`src/rtl/axi_rd_burst_ctrl.sv`:
```
// AXI4 read-channel burst engine: turns one AR burst into per-beat memory reads
// and returns the captured data on the R channel through a 4-entry buffer.
module axi_rd_burst_ctrl #(
   parameter int AXI_ADDR_WIDTH = 32,
   parameter int MEM_ADDR_WIDTH = 10,
   parameter int DATA_WIDTH     = 32,
   parameter int ID_WIDTH       = 4
) (
   input  logic                      clk,
   input  logic                      rst_n,
   input  logic [ID_WIDTH-1:0]       s_arid,
   input  logic [AXI_ADDR_WIDTH-1:0] s_araddr,
   input  logic [7:0]                s_arlen,
   input  logic [2:0]                s_arsize,
   input  logic [1:0]                s_arburst,
   input  logic                      s_arvalid,
   output logic                      s_arready,
   output logic [ID_WIDTH-1:0]       s_rid,
   output logic [DATA_WIDTH-1:0]     s_rdata,
   output logic [1:0]                s_rresp,
   output logic                      s_rlast,
   output logic                      s_rvalid,
   input  logic                      s_rready,
   output logic                      mem_rd_en,
   output logic [MEM_ADDR_WIDTH-1:0] mem_rd_addr,
   input  logic                      mem_rd_dat_vld,
   input  logic [DATA_WIDTH-1:0]     mem_rd_dat
);
   localparam int BYTE_LSB  = $clog2(DATA_WIDTH/8);
   localparam int BUF_DEPTH = 4;

   typedef enum logic [1:0] {IDLE, ISSUE, DRAIN} state_e;
   typedef enum logic [1:0] {MODE_FIXED, MODE_INCR, MODE_WRAP} mode_e;

   state_e                    state_q, state_d;
   mode_e                     mode_q, mode_d;
   logic                      arReady_q, arReady_d;
   logic [ID_WIDTH-1:0]       id_q, id_d;
   logic [7:0]                len_q, len_d;
   logic                      slvErr_q, slvErr_d;
   logic [MEM_ADDR_WIDTH-1:0] addr_q, addr_d;
   logic [7:0]                beat_q, beat_d;
   logic                      tagLast_q, tagLast_d;

   logic [DATA_WIDTH-1:0]     bufData_q [BUF_DEPTH];
   logic                      bufLast_q [BUF_DEPTH];
   logic                      bufErr_q  [BUF_DEPTH];
   logic [1:0]                wrPtr_q, rdPtr_q;
   logic [2:0]                count_q;

   logic                      arFire, issue, push, pop, wrapLegal;
   logic [MEM_ADDR_WIDTH-1:0] wrapMask, addrInc, addrNext;
   logic                      unusedBits;

   assign unusedBits = ^{s_arsize, s_araddr};

   assign arFire    = s_arvalid & arReady_q;
   assign s_rvalid  = (count_q != 3'd0);
   assign pop       = s_rvalid & s_rready;
   // Data returning after a reset belongs to an abandoned burst, so only capture while busy.
   assign push      = mem_rd_dat_vld & (state_q != IDLE);
   assign issue     = (state_q == ISSUE) &&
                      ((count_q + {2'b00, mem_rd_dat_vld}) < 3'(BUF_DEPTH));
   assign wrapLegal = (s_arlen == 8'd1) || (s_arlen == 8'd3) ||
                      (s_arlen == 8'd7) || (s_arlen == 8'd15);

   assign wrapMask  = MEM_ADDR_WIDTH'(len_q);
   assign addrInc   = addr_q + MEM_ADDR_WIDTH'(1);

   always_comb begin
      addrNext = addrInc;
      case (mode_q)
         MODE_FIXED: addrNext = addr_q;
         MODE_WRAP:  addrNext = (addr_q & ~wrapMask) | (addrInc & wrapMask);
         default:    addrNext = addrInc;
      endcase
   end

   always_comb begin
      state_d   = state_q;
      mode_d    = mode_q;
      id_d      = id_q;
      len_d     = len_q;
      slvErr_d  = slvErr_q;
      addr_d    = addr_q;
      beat_d    = beat_q;
      tagLast_d = 1'b0;
      case (state_q)
         IDLE: begin
            if (arFire) begin
               id_d     = s_arid;
               len_d    = s_arlen;
               addr_d   = s_araddr[BYTE_LSB +: MEM_ADDR_WIDTH];
               beat_d   = 8'd0;
               slvErr_d = (s_arburst == 2'b11);
               if (s_arburst == 2'b00)
                  mode_d = MODE_FIXED;
               else if ((s_arburst == 2'b10) && wrapLegal)
                  mode_d = MODE_WRAP;
               else
                  mode_d = MODE_INCR;
               state_d  = ISSUE;
            end
         end
         ISSUE: begin
            if (issue) begin
               addr_d    = addrNext;
               tagLast_d = (beat_q == len_q);
               if (beat_q == len_q)
                  state_d = DRAIN;
               else
                  beat_d = beat_q + 8'd1;
            end
         end
         DRAIN: begin
            if (pop && s_rlast)
               state_d = IDLE;
         end
         default: state_d = IDLE;
      endcase
      arReady_d = (state_d == IDLE);
   end

   always_ff @(posedge clk or negedge rst_n) begin
      if (!rst_n) begin
         state_q   <= IDLE;
         mode_q    <= MODE_INCR;
         arReady_q <= 1'b0;
         id_q      <= '0;
         len_q     <= '0;
         slvErr_q  <= 1'b0;
         addr_q    <= '0;
         beat_q    <= '0;
         tagLast_q <= 1'b0;
      end else begin
         state_q   <= state_d;
         mode_q    <= mode_d;
         arReady_q <= arReady_d;
         id_q      <= id_d;
         len_q     <= len_d;
         slvErr_q  <= slvErr_d;
         addr_q    <= addr_d;
         beat_q    <= beat_d;
         tagLast_q <= tagLast_d;
      end
   end

   // The credit check on issue guarantees a push never finds the buffer full.
   always_ff @(posedge clk or negedge rst_n) begin
      if (!rst_n) begin
         wrPtr_q <= '0;
         rdPtr_q <= '0;
         count_q <= '0;
         for (int i = 0; i < BUF_DEPTH; i++) begin
            bufData_q[i] <= '0;
            bufLast_q[i] <= 1'b0;
            bufErr_q[i]  <= 1'b0;
         end
      end else begin
         if (push) begin
            bufData_q[wrPtr_q] <= mem_rd_dat;
            bufLast_q[wrPtr_q] <= tagLast_q;
            bufErr_q[wrPtr_q]  <= slvErr_q;
            wrPtr_q            <= wrPtr_q + 2'd1;
         end
         if (pop)
            rdPtr_q <= rdPtr_q + 2'd1;
         case ({push, pop})
            2'b10:   count_q <= count_q + 3'd1;
            2'b01:   count_q <= count_q - 3'd1;
            default: count_q <= count_q;
         endcase
      end
   end

   assign s_arready   = arReady_q;
   assign s_rid       = id_q;
   assign s_rdata     = bufData_q[rdPtr_q];
   assign s_rlast     = bufLast_q[rdPtr_q];
   assign s_rresp     = {bufErr_q[rdPtr_q], 1'b0};
   assign mem_rd_en   = issue;
   assign mem_rd_addr = addr_q;

endmodule

```
`config.mk`:
```
export PLATFORM = sky130hd
export DESIGN_NAME = axi_rd_burst_ctrl
export DESIGN_NICKNAME = d
export VERILOG_FILES = /design/src/rtl/axi_rd_burst_ctrl.sv
export SDC_FILE = /design/constraint.sdc
export NUM_CORES = 1
export LEC_CHECK = 0
export ABC_CLOCK_PERIOD_IN_PS = 2000
export CAP_MARGIN = 20
export CELL_PAD_IN_SITES_DETAIL_PLACEMENT = 1
export CELL_PAD_IN_SITES_GLOBAL_PLACEMENT = 2
export CORE_MARGIN = 1
export CORE_UTILIZATION = 33
export DETAILED_ROUTE_END_ITERATION = 12
export GPL_TIMING_DRIVEN = 0
export PLACE_DENSITY_LB_ADDON = 0.1
export SLEW_MARGIN = 20
export SYNTH_ARGS = -nofsm -noshare
export SYNTH_HDL_FRONTEND = slang
export SYNTH_SLANG_ARGS = --single-unit
```
`constraint.sdc`:
```
create_clock -name clk -period 2 [get_ports clk]
set_input_delay 0.3 -clock clk [delete_from_list [all_inputs] [get_ports clk]]
set_output_delay 0.3 -clock clk [all_outputs]
set_load 0.02 [all_outputs]
```
* Word-level counts from Yosys, hierarchy flattened
Cells that the tools add are included.
Word-level totals: register bits after elaboration 180, input port bits 86, output and inout port bits 52, logic and storage cells 112
Cells by class: add/subtract/negate cells 7, $lt $le $gt $ge 4, equal/unequal tests 16, mux-type cells 34, bitwise logic cells 9, reductions and logical operators 18
Operators with widths (count):
- $bwmux 128 | 1
- $mux 32 | 3
- $bmux 32 s2 | 1
- $demux 32 s2 | 1
- $pmux 10 s2 | 2
- $mux 8 | 3
- $mux 10 | 2
- $pmux 8 s2 | 1
- $mux 2 | 6
- $add 10x1->10 const B | 1
- $and 10x10->10 | 1
- $and 10x8->10 | 1
- $eq 2x2->1 const B | 5
- $not 8->10 | 1
- $or 10x10->10 | 1
- $add 8x1->8 const B | 1
- $bwmux 4 | 2
- $eq 8x1->1 const B | 1
- $eq 8x2->1 const B | 1
- $eq 8x3->1 const B | 1
- $eq 8x4->1 const B | 1
- $eq 8x8->1 | 1
- $logic_not 2->1 | 4
- $ne 2x2->1 const B | 4
- 21 further kinds | 42

* Longest topological paths before layout
Gate-level depths: netlist (run 1).
depth in word-level cells 8, depth in mapped cells 10

* Worst setup path after synthesis (run 1)
No wires, ideal clock.
path type flip-flop to flip-flop, start point register state_q[0], end point register count_q[2], data arrival time 1.816 ns, data required time 1.921 ns, setup slack 0.104 ns, stages on the path, launching flop included 11, period minus slack after synthesis 1.896 ns, cell sequence dfrtp_1 > nor2_1 > nor2b_1 > clkbuf_1 > inv_1 > ha_1 > inv_1 > fa_1 > xor2_1 > nor2_1 > xor2_1
Between the ends: word-level cells in the longest chain between the ends 4, elaborated cells on any way between the ends 6, those cells by class 2 x eq/ne; 1 x mux; 1 x bitwise; 2 x reduce/logical
RTL lines:
- start: declaration | RTL line 35 | state_e state_q, state_d;
- start signal: assignment | RTL line 136 | state_q <= state_d;
- $reduce_bool 2->1 * | RTL line 61 | assign push = mem_rd_dat_vld & (state_q != IDLE);
- $and 1x1->1 * | RTL line 61
- $eq 2x1->1 or $eq 2x2->1 (tied branches) | RTL line 168 | case ({push, pop})
- $pmux 3 s2 or $reduce_bool 2->1 (tied branches)
- end signal: assignment | RTL line 169 | 2'b10: count_q <= count_q + 3'd1;
- end signal: assignment | RTL line 170 | 2'b01: count_q <= count_q - 3'd1;
- end signal: assignment | RTL line 171 | default: count_q <= count_q;
- end: declaration | RTL line 49 | logic [2:0] count_q;
Every way passes the cells marked *; elsewhere a longest branch is shown, timed or not. A chain may end at the register's enable or synchronous reset.

* Final worst setup path (run 1)
start point register rdPtr_q[0], end point output s_rdata[2]
Between the ends: word-level cells in the longest chain between the ends 4
RTL lines:
- start: declaration | RTL line 48 | logic [1:0] wrPtr_q, rdPtr_q;
- start signal: assignment | RTL line 167 | rdPtr_q <= rdPtr_q + 2'd1;
- $not 2->3 (not written as such) | RTL line 178 | assign s_rdata = bufData_q[rdPtr_q];
- $bmux 32 s2 | RTL line 178
- $mux 32 (not written as such) (2 in a row) | RTL line 178
- end: declaration | RTL line 19 | output logic [DATA_WIDTH-1:0] s_rdata,
No other way between the ends. The select of a mux whose other input is x is not followed.

==> results of run 1 <==
[cells in the final DEF, fill, tap and decap left out, drive strengths merged, types with 2 or more instances in the layout]
| master | instances |
|---|---|
| clkinvlp | 2 |
| a21oi | 8 |
| nor3 | 5 |
| nor4 | 2 |
| nand2 | 65 |
| nor2 | 15 |
| or3 | 2 |
| clkinv | 4 |
| buf | 74 |
| and4 | 2 |
| nand2b | 2 |
| mux2i | 4 |
| ha | 7 |
| xor2 | 14 |
| inv | 19 |
| mux4 | 34 |
| nand3 | 7 |
| clkdlybuf4s50 | 74 |
| a22oi | 3 |
| dfrtp | 179 |
| xnor2 | 5 |
| mux2 | 141 |
| o31ai | 6 |
| nand4 | 3 |
| o21ai | 27 |
| clkbuf | 25 |
| nor3b | 2 |
| or4 | 3 |
| and3 | 3 |
[worst max path at each step]
stage,startpoint,to,slack (ns),depth (start not counted)
5_1_grt,rdPtr_q[0],s_rdata[2],-0.17,4
3_5_place_dp,rdPtr_q[1],s_rdata[2],-0.71,4
4_1_cts,rdPtr_q[0],s_rdata[10],-0.20,5
6_report,rdPtr_q[0],s_rdata[2],-0.11,4
3_3_place_gp,rst_n,bufData_q[57],-6.67,1
2_1_floorplan,state_q[0],count_q[2],0.10,10
[cell usage after synthesis, drive strengths merged, types with 2 or more instances]
library cell / number
a21oi: 8
a22oi: 3
and3: 3
and4: 2
buf: 24
clkbuf: 8
dfrtp: 179
ha: 7
inv: 12
mux2: 141
mux2i: 4
mux4: 34
nand2: 65
nand2b: 2
nand3: 7
nand4: 3
nor2: 15
nor3: 5
nor3b: 2
nor4: 2
o21ai: 27
o31ai: 6
or3: 2
or4: 3
xnor2: 5
xor2: 14
[flip-flops by register name, summed over array words and instances, names as in the netlist, named ones only]
name,count
bufErr_q,4
rdPtr_q,2
slvErr_q,1
s_arready,1
beat_q,8
wrPtr_q,2
s_rid,4
state_q,2
len_q,8
count_q,3
bufData_q,128
bufLast_q,4
mem_rd_addr,3
mode_q,2
tagLast_q,1
[logic make-up (layout without fill, tap and decap cells)]
| logic type | Yosys count | count (layout) |
|---|---|---|
| xor gates and xnor gates | 19 | 19 |
| DFF | 180 | 180 |
| other | 1 | 1 |
| and+or+nand+nor | 117 | 117 |
| adders and majority gates | 8 | 8 |
| AOI/OAI and AO/OA | 54 | 54 |
| buffers and inverters | 44 | 201 |
| muxes | 179 | 179 |
[layout make-up]
cell class	count	area, µm²	area share
Buffer	30	231	0.0215
Clock buffer	18	439	0.0408
Clock inverter	14	161	0.0150
Inverter	12	45.0	0.00419
Multi-Input combinational cell	378	3600	0.335
Sequential cell	180	4510	0.419
Tap cell	324	405	0.0377
Timing Repair Buffer	127	1360	0.126
[power by group]
| group | internal [mW] | total, mW | switching, mW | leakage [nW] |
|---|---|---|---|---|
| clock network | 1.81 | 3.40 | 1.59 | 0.288 |
| logic | 5.16 | 9.32 | 4.16 | 2.17 |
| registers | 5.39 | 6.57 | 1.18 | 2.18 |
[per-layer routing]
| layer | vias up | track usage | part of all wire |
|---|---|---|---|
| met5 | - | 0 | 0 |
| met4 | 0 | 0.0446 | 0.0086 |
| met3 | 14 | 0.0335 | 0.029 |
| met2 | 83 | 0.304 | 0.51 |
| met1 | 2828 | 0.229 | 0.45 |
| li1 | 2466 | - | - |
[repair_timing]
action                     4_1_cts  5_1_grt
hold buffers                     1        0
gates resized for setup        234       28
pin swaps                        2        4
setup endpoints to repair      165      107
hold endpoints to repair        85        0
buffers inserted                 8        6
cloned                           3        0
[critical path, stage by stage, from the launching register on]
cell     delay [ns]
dfrtp_1        0.37
buf_12         0.17
buf_12         0.14
mux4_2         0.55
buf_6          0.16
==> impl_results.md, run 1 <==
- Status: finished, violations left
- Failing checks: negative setup slack
- Synth warn: 0
- Design area: 10800 µm²
- Port bufs: 111
- Hold Path Class: input port to register
- Die area: 25600 µm²
- Synth Area in Compound Gates: 0.0393
- Skew final: 0.0175 ns
- CTS tree: done
- Worst-Margin Slew: 0.711 ns
- Crit share post-route: 1.06
- TritonCTS sink count: 180
- Critical Path End Type: output pin
- Post-DRT Antenna Nets: 0
- Final Non-Filler Cells: 1083
- RePlAce Congestion: 0.772
- Pwr Density: 1790 nW/µm²
- Ys flop type: dfrtp_1
- Util after Layout: 0.441
- Hold_ws: 0.398 ns
- TritonRoute pass-1 iters: 4
- Final Hold Vio Count: 0
- Core area: 24400 µm²
- Placed cell area: 9800 µm²
- Total track usage: 0.177
- Worst relative slew slack: 0.526
- Post-synthesis sequential area ratio: 0.546
- Worst path arrival time: 1.81 ns
- Die H: 160 µm
- FMAX: 0.474 GHz
- Dpl ws: -0.707 ns
- R2R depth: 7
- XOR/XNOR Fraction of Synth Area: 0.0202
- Hold Crit Start: s_arid[3]
- Post-Syn Area: 8250 µm²
- Hold path cells: 3
- WHS Endpoint: s_rid[3]
- Largest net degree at the start of global routing: 95
- Total grt overflow: 0
- Ratio of cells with drive above 1 in the final layout: 0.394
- Final setup viols: 34
- Clk root buf: clkbuf_16
- Vias in the first global route: 6167
- Setup slack after layout: -0.112 ns
- Vias: 5391
- Number of placed I/O pins: 138
- Setup Crit Path Kind: register to output pin
- Top cell type's share of synthesized area: 0.543
- Mux cell area share after synthesis: 0.290
- DRC violations left: 0
- Largest family of logic cells by synthesized area: multiplexers
- Wire per inst: 19.6 µm
- Post-synth net total: 696
- Synth Area in Adders: 0.0130
- Fin nets: 840
- Final min period: 2.11 ns
- Clock buffer depth: 2
- ANT cells: 0
- Critical Path Source Type: register
- Async S/R FF share, synth: 1.00
- First-pass GRT wire length: 34800 µm
- Die W: 160 µm
- Lkg Pwr: 4.64 nW
- RSZ-0062 raised after global routing: yes
- Critical path required time: 1.70 ns
- Worst VDD drop: 0.765 mV
- H-tree Lvls: 4
- Clock buffer count from CTS: 17
- Crit Path Max Fanout: 8
- Initial antenna violation count: 0
- Tot Pwr: 19.3 mW
- Setup_tns: -2.28 ns
- Area contributors post-synth: dfrtp_1 (54%), mux2_2 (19%), mux4_2 (9.3%)
- Worst reg2reg path startpoint: count_q[1]
- Simple-Gate Fraction of Synth Area: 0.0657
- Clock Latency Late Sink: 0.43 ns
- Cell taking the most area after synthesis: dfrtp_1
- Maxcap violations: 0
- Flops & latches, synth: 180
- Placed insts: 1038
- Detailed Route WL: 21200 µm
- Layout area overhead: 30.3%
- First DRT Iteration DRCs: 187
- Fill cells: 2530
- Detailed Place HPWL: 14500 µm
- Number of synthesized flops with an enable pin: 0
- Initial core utilization: 0.338
- Synth Instances: 602
- Worst-path clk slew: 0.08 ns
- Vias per cell: 4.98
- Count of pins over their slew limit: 0
- R2R Setup Slk: 0.09 ns
- Distinct cells, synth: 52
- Rows: 57
- Mapped Avg Cell Area: 13.7 µm²
No activity file was read; power rests on OpenSTA's default activity.
==> run 2: changes to the inputs <==
Settings changed: CELL_PAD_IN_SITES_DETAIL_PLACEMENT 1 to 0, CELL_PAD_IN_SITES_GLOBAL_PLACEMENT 2 to 1, CORE_UTILIZATION 33 to 39.
==> impl_results.md, run 2 (synthesis gave the netlist of run 1 again) <==
- Status: finished, violations left
- Failing checks: negative setup slack
- Clk root buf: clkbuf_16
- Initial core utilization: 0.403 (+0.0643)
- Wire per inst: 18.3 µm (-6.8%)
- WP buf/inv: 3 (unchanged)
- Die area: 21700 µm² (-15%)
- Ratio of cells with drive above 1 in the final layout: 0.386 (-0.00821)
- Core area: 20500 µm² (-16%)
- Top reg by flops: bufData_q
- Die W: 147 µm (-7.9%)
- Fin nets: 839 (-0.12%)
- Fill cells: 1804 (-29%)
- Largest net degree at the start of global routing: 95 (unchanged)
- Worst-Margin Slew: 0.740 ns (+0.0291 ns)
- TritonCTS sink count: 180 (unchanged)
- Lkg Pwr: 4.64 nW (-0.13%)
- Final setup viols: 33 (-2.9%)
- DRC violations left: 0 (unchanged)
- Reg power frac: 0.340 (about the same)
- Worst-path clk slew: 0.07 ns (about the same)
- Clock buffer count from CTS: 17 (unchanged)
- Crit Path Max Fanout: 7 (-1)
- Area of the multi-input gates: 3580 µm² (-0.80%)
- Critical Path Source Type: register
- Register area: 4510 µm² (about the same)
- First DRT Iteration DRCs: 195 (+4.3%)
- Skew final: 0.0139 ns (-0.00358 ns)
- H-tree Lvls: 4 (unchanged)
- RePlAce Congestion: 0.769 (-0.39%)
- Initial antenna violation count: 0 (unchanged)
- P_sw: 6.56 mW (-5.4%)
- First-pass GRT wire length: 30600 µm (-12%)
- Setup slack after layout: -0.115 ns (-0.00326 ns)
- Setup Crit Path Kind: register to output pin
- Maxcap violations: 0 (unchanged)
- Clock share of power: 0.182 (+0.006)
- CP top delay family: multiplexers
- Worst VDD drop: 0.790 mV (+3.2%)
- Most frequent cells in the layout: dfrtp_1 (174), mux2_2 (139), clkdlybuf4s50_1 (74), nand2_1 (65), buf_6 (41)
- Detailed Place HPWL: 12300 µm (-15%)
- Rows: 52 (-8.8%)
- Final Hold Vio Count: 0 (unchanged)
- Die H: 147 µm (-7.9%)
- CP Cell Sequence: buf_12 -> clkbuf_16 -> mux4_2 -> buf_6
- Max reg flops: 128 (unchanged)
- Final min period: 2.11 ns (+0.00326 ns)
- Total track usage: 0.183 (+0.00631)
- ANT cells: 0 (unchanged)
- TritonRoute pass-1 iters: 6 (+2)
- RSZ-0062 raised after global routing: yes
- Number of placed I/O pins: 138 (unchanged)
- Vias: 5338 (-0.98%)
- Vias per cell: 5.20 (+4.4%)
- Clock buffer depth: 2 (unchanged)
- Crit share post-route: 1.06 (+0.00163)
- Port bufs: 111 (unchanged)
- CTS tree: done
- Count of pins over their slew limit: 0 (unchanged)
- Comb pwr share: 0.478 (-0.005)
- Critical path's largest stage delay: 0.51 ns (-0.04 ns)
- Dpl ws: -0.683 ns (+0.0247 ns)
- Total grt overflow: 0 (unchanged)
- Detailed Route WL: 18800 µm (-12%)
- Worst path arrival time: 1.81 ns (about the same)
- Layout area overhead: 29.3%
- Tot Pwr: 19.1 mW (-0.84%)
- Vias in the first global route: 5771 (-6.4%)
- Worst relative slew slack: 0.506 (-0.0194)
- Pwr Density: 1790 nW/µm² (about the same)
- Int Pwr: 12.6 mW (+1.7%)
- Post-DRT Antenna Nets: 0 (unchanged)
- Slowest-stage cell, CP: mux4_2
- Critical Path End Type: output pin
- Sw Share: 0.343 (-0.0166)
- Largest registers: bufData_q (128), beat_q (8), len_q (8)
- Clock Latency Late Sink: 0.43 ns (about the same)
- Leading cell type in the layout, fill and taps excluded: dfrtp_1
- FMAX: 0.473 GHz (-0.15%)
- Critical path required time: 1.70 ns (about the same)
- Hold Path Class: input port to register
[run 2: cell count changes in the layout (fill, tap and decap cells not counted), moves of 2 or more]
cell       previous run  this run
inv_6                 5         2
clkbuf_16            17        19
bufinv_16             1         3
buf_6                37        41
clkbuf_1              4         6
buf_4                11         8
buf_12                8         4
clkinv_8              2         0
[run 2: metal layers]
| layer | vias up | GRT usage | share of wire |
|---|---|---|---|
| met1 | 2756 | 0.248 | 0.47 |
| met2 | 98 | 0.295 | 0.49 |
| met4 | 0 | 0.0588 | 0.014 |
| li1 | 2466 | - | - |
| met3 | 18 | 0.0380 | 0.035 |
| met5 | - | 0 | 0 |
[run 2: area by class of cell]
class	count	share of cell area
Multi-Input combinational cell	378	0.335
Clock inverter	10	0.0138
Tap cell	270	0.0317
Inverter	12	0.00422
Buffer	30	0.0215
Timing Repair Buffer	126	0.128
Clock buffer	21	0.0432
Sequential cell	180	0.423
[run 2: per-stage QoR]
stage	utilization	instance area (µm²)	std cells	hold slack (ns)	TNS (ns)
CTS	0.512	10500	1023	0.390	-4.03
global route	0.521	10700	1027	0.410	-4.49
global placement	0.473	9700	983	0.463	-1257.46
detailed placement	0.475	9730	984	0.373	-55.11
floorplan	-	8250	602	0.00441	0
finish	0.521	10700	1027	0.403	-2.56
[run 2: timing repair]
item / CTS / global route
buffers inserted: 7 / 3
gates cloned: 2 / 2
hold buffers: 1 / 0
resized for setup: 211 / 43
endpoints found under the hold margin: 93 / 0
endpoints found under the setup margin: 166 / 47
pin swaps: 1 / 0
[run 2: final timing paths]
kind                       cells after the start             end  slack [ns]  startpoint
hold reg to reg                                2        s_rid[1]        0.48    s_rid[1]
max in group asynchronous                      3      rdPtr_q[1]        0.62       rst_n
hold / removal                                 3        s_rid[2]        0.40   s_arid[2]
min in group asynchronous                      2  bufData_q[102]        0.47       rst_n
setup reg to reg                               5   bufData_q[23]        0.11  state_q[0]
setup / recovery                               4     s_rdata[18]       -0.11  rdPtr_q[0]
[run 2: tightest hold or removal path, delay by kind of cell]
family | cells | cell delay (ns)
simple gates | 2 | 0.10
buf+inv | 1 | 0.40
[run 2: power by group through the flow]
| stage | logic [mW] | clock network (mW) | registers (mW) |
|---|---|---|---|
| finish | 9.14 | 3.48 | 6.50 |
| global route | 9.83 | 3.72 | 6.74 |
| CTS | 8.65 | 3.58 | 6.50 |
| detailed placement | 8.39 | 0 | 6.51 |
| global placement | 8.22 | 0 | 6.38 |
| floorplan | 5.43 | 0 | 6.32 |
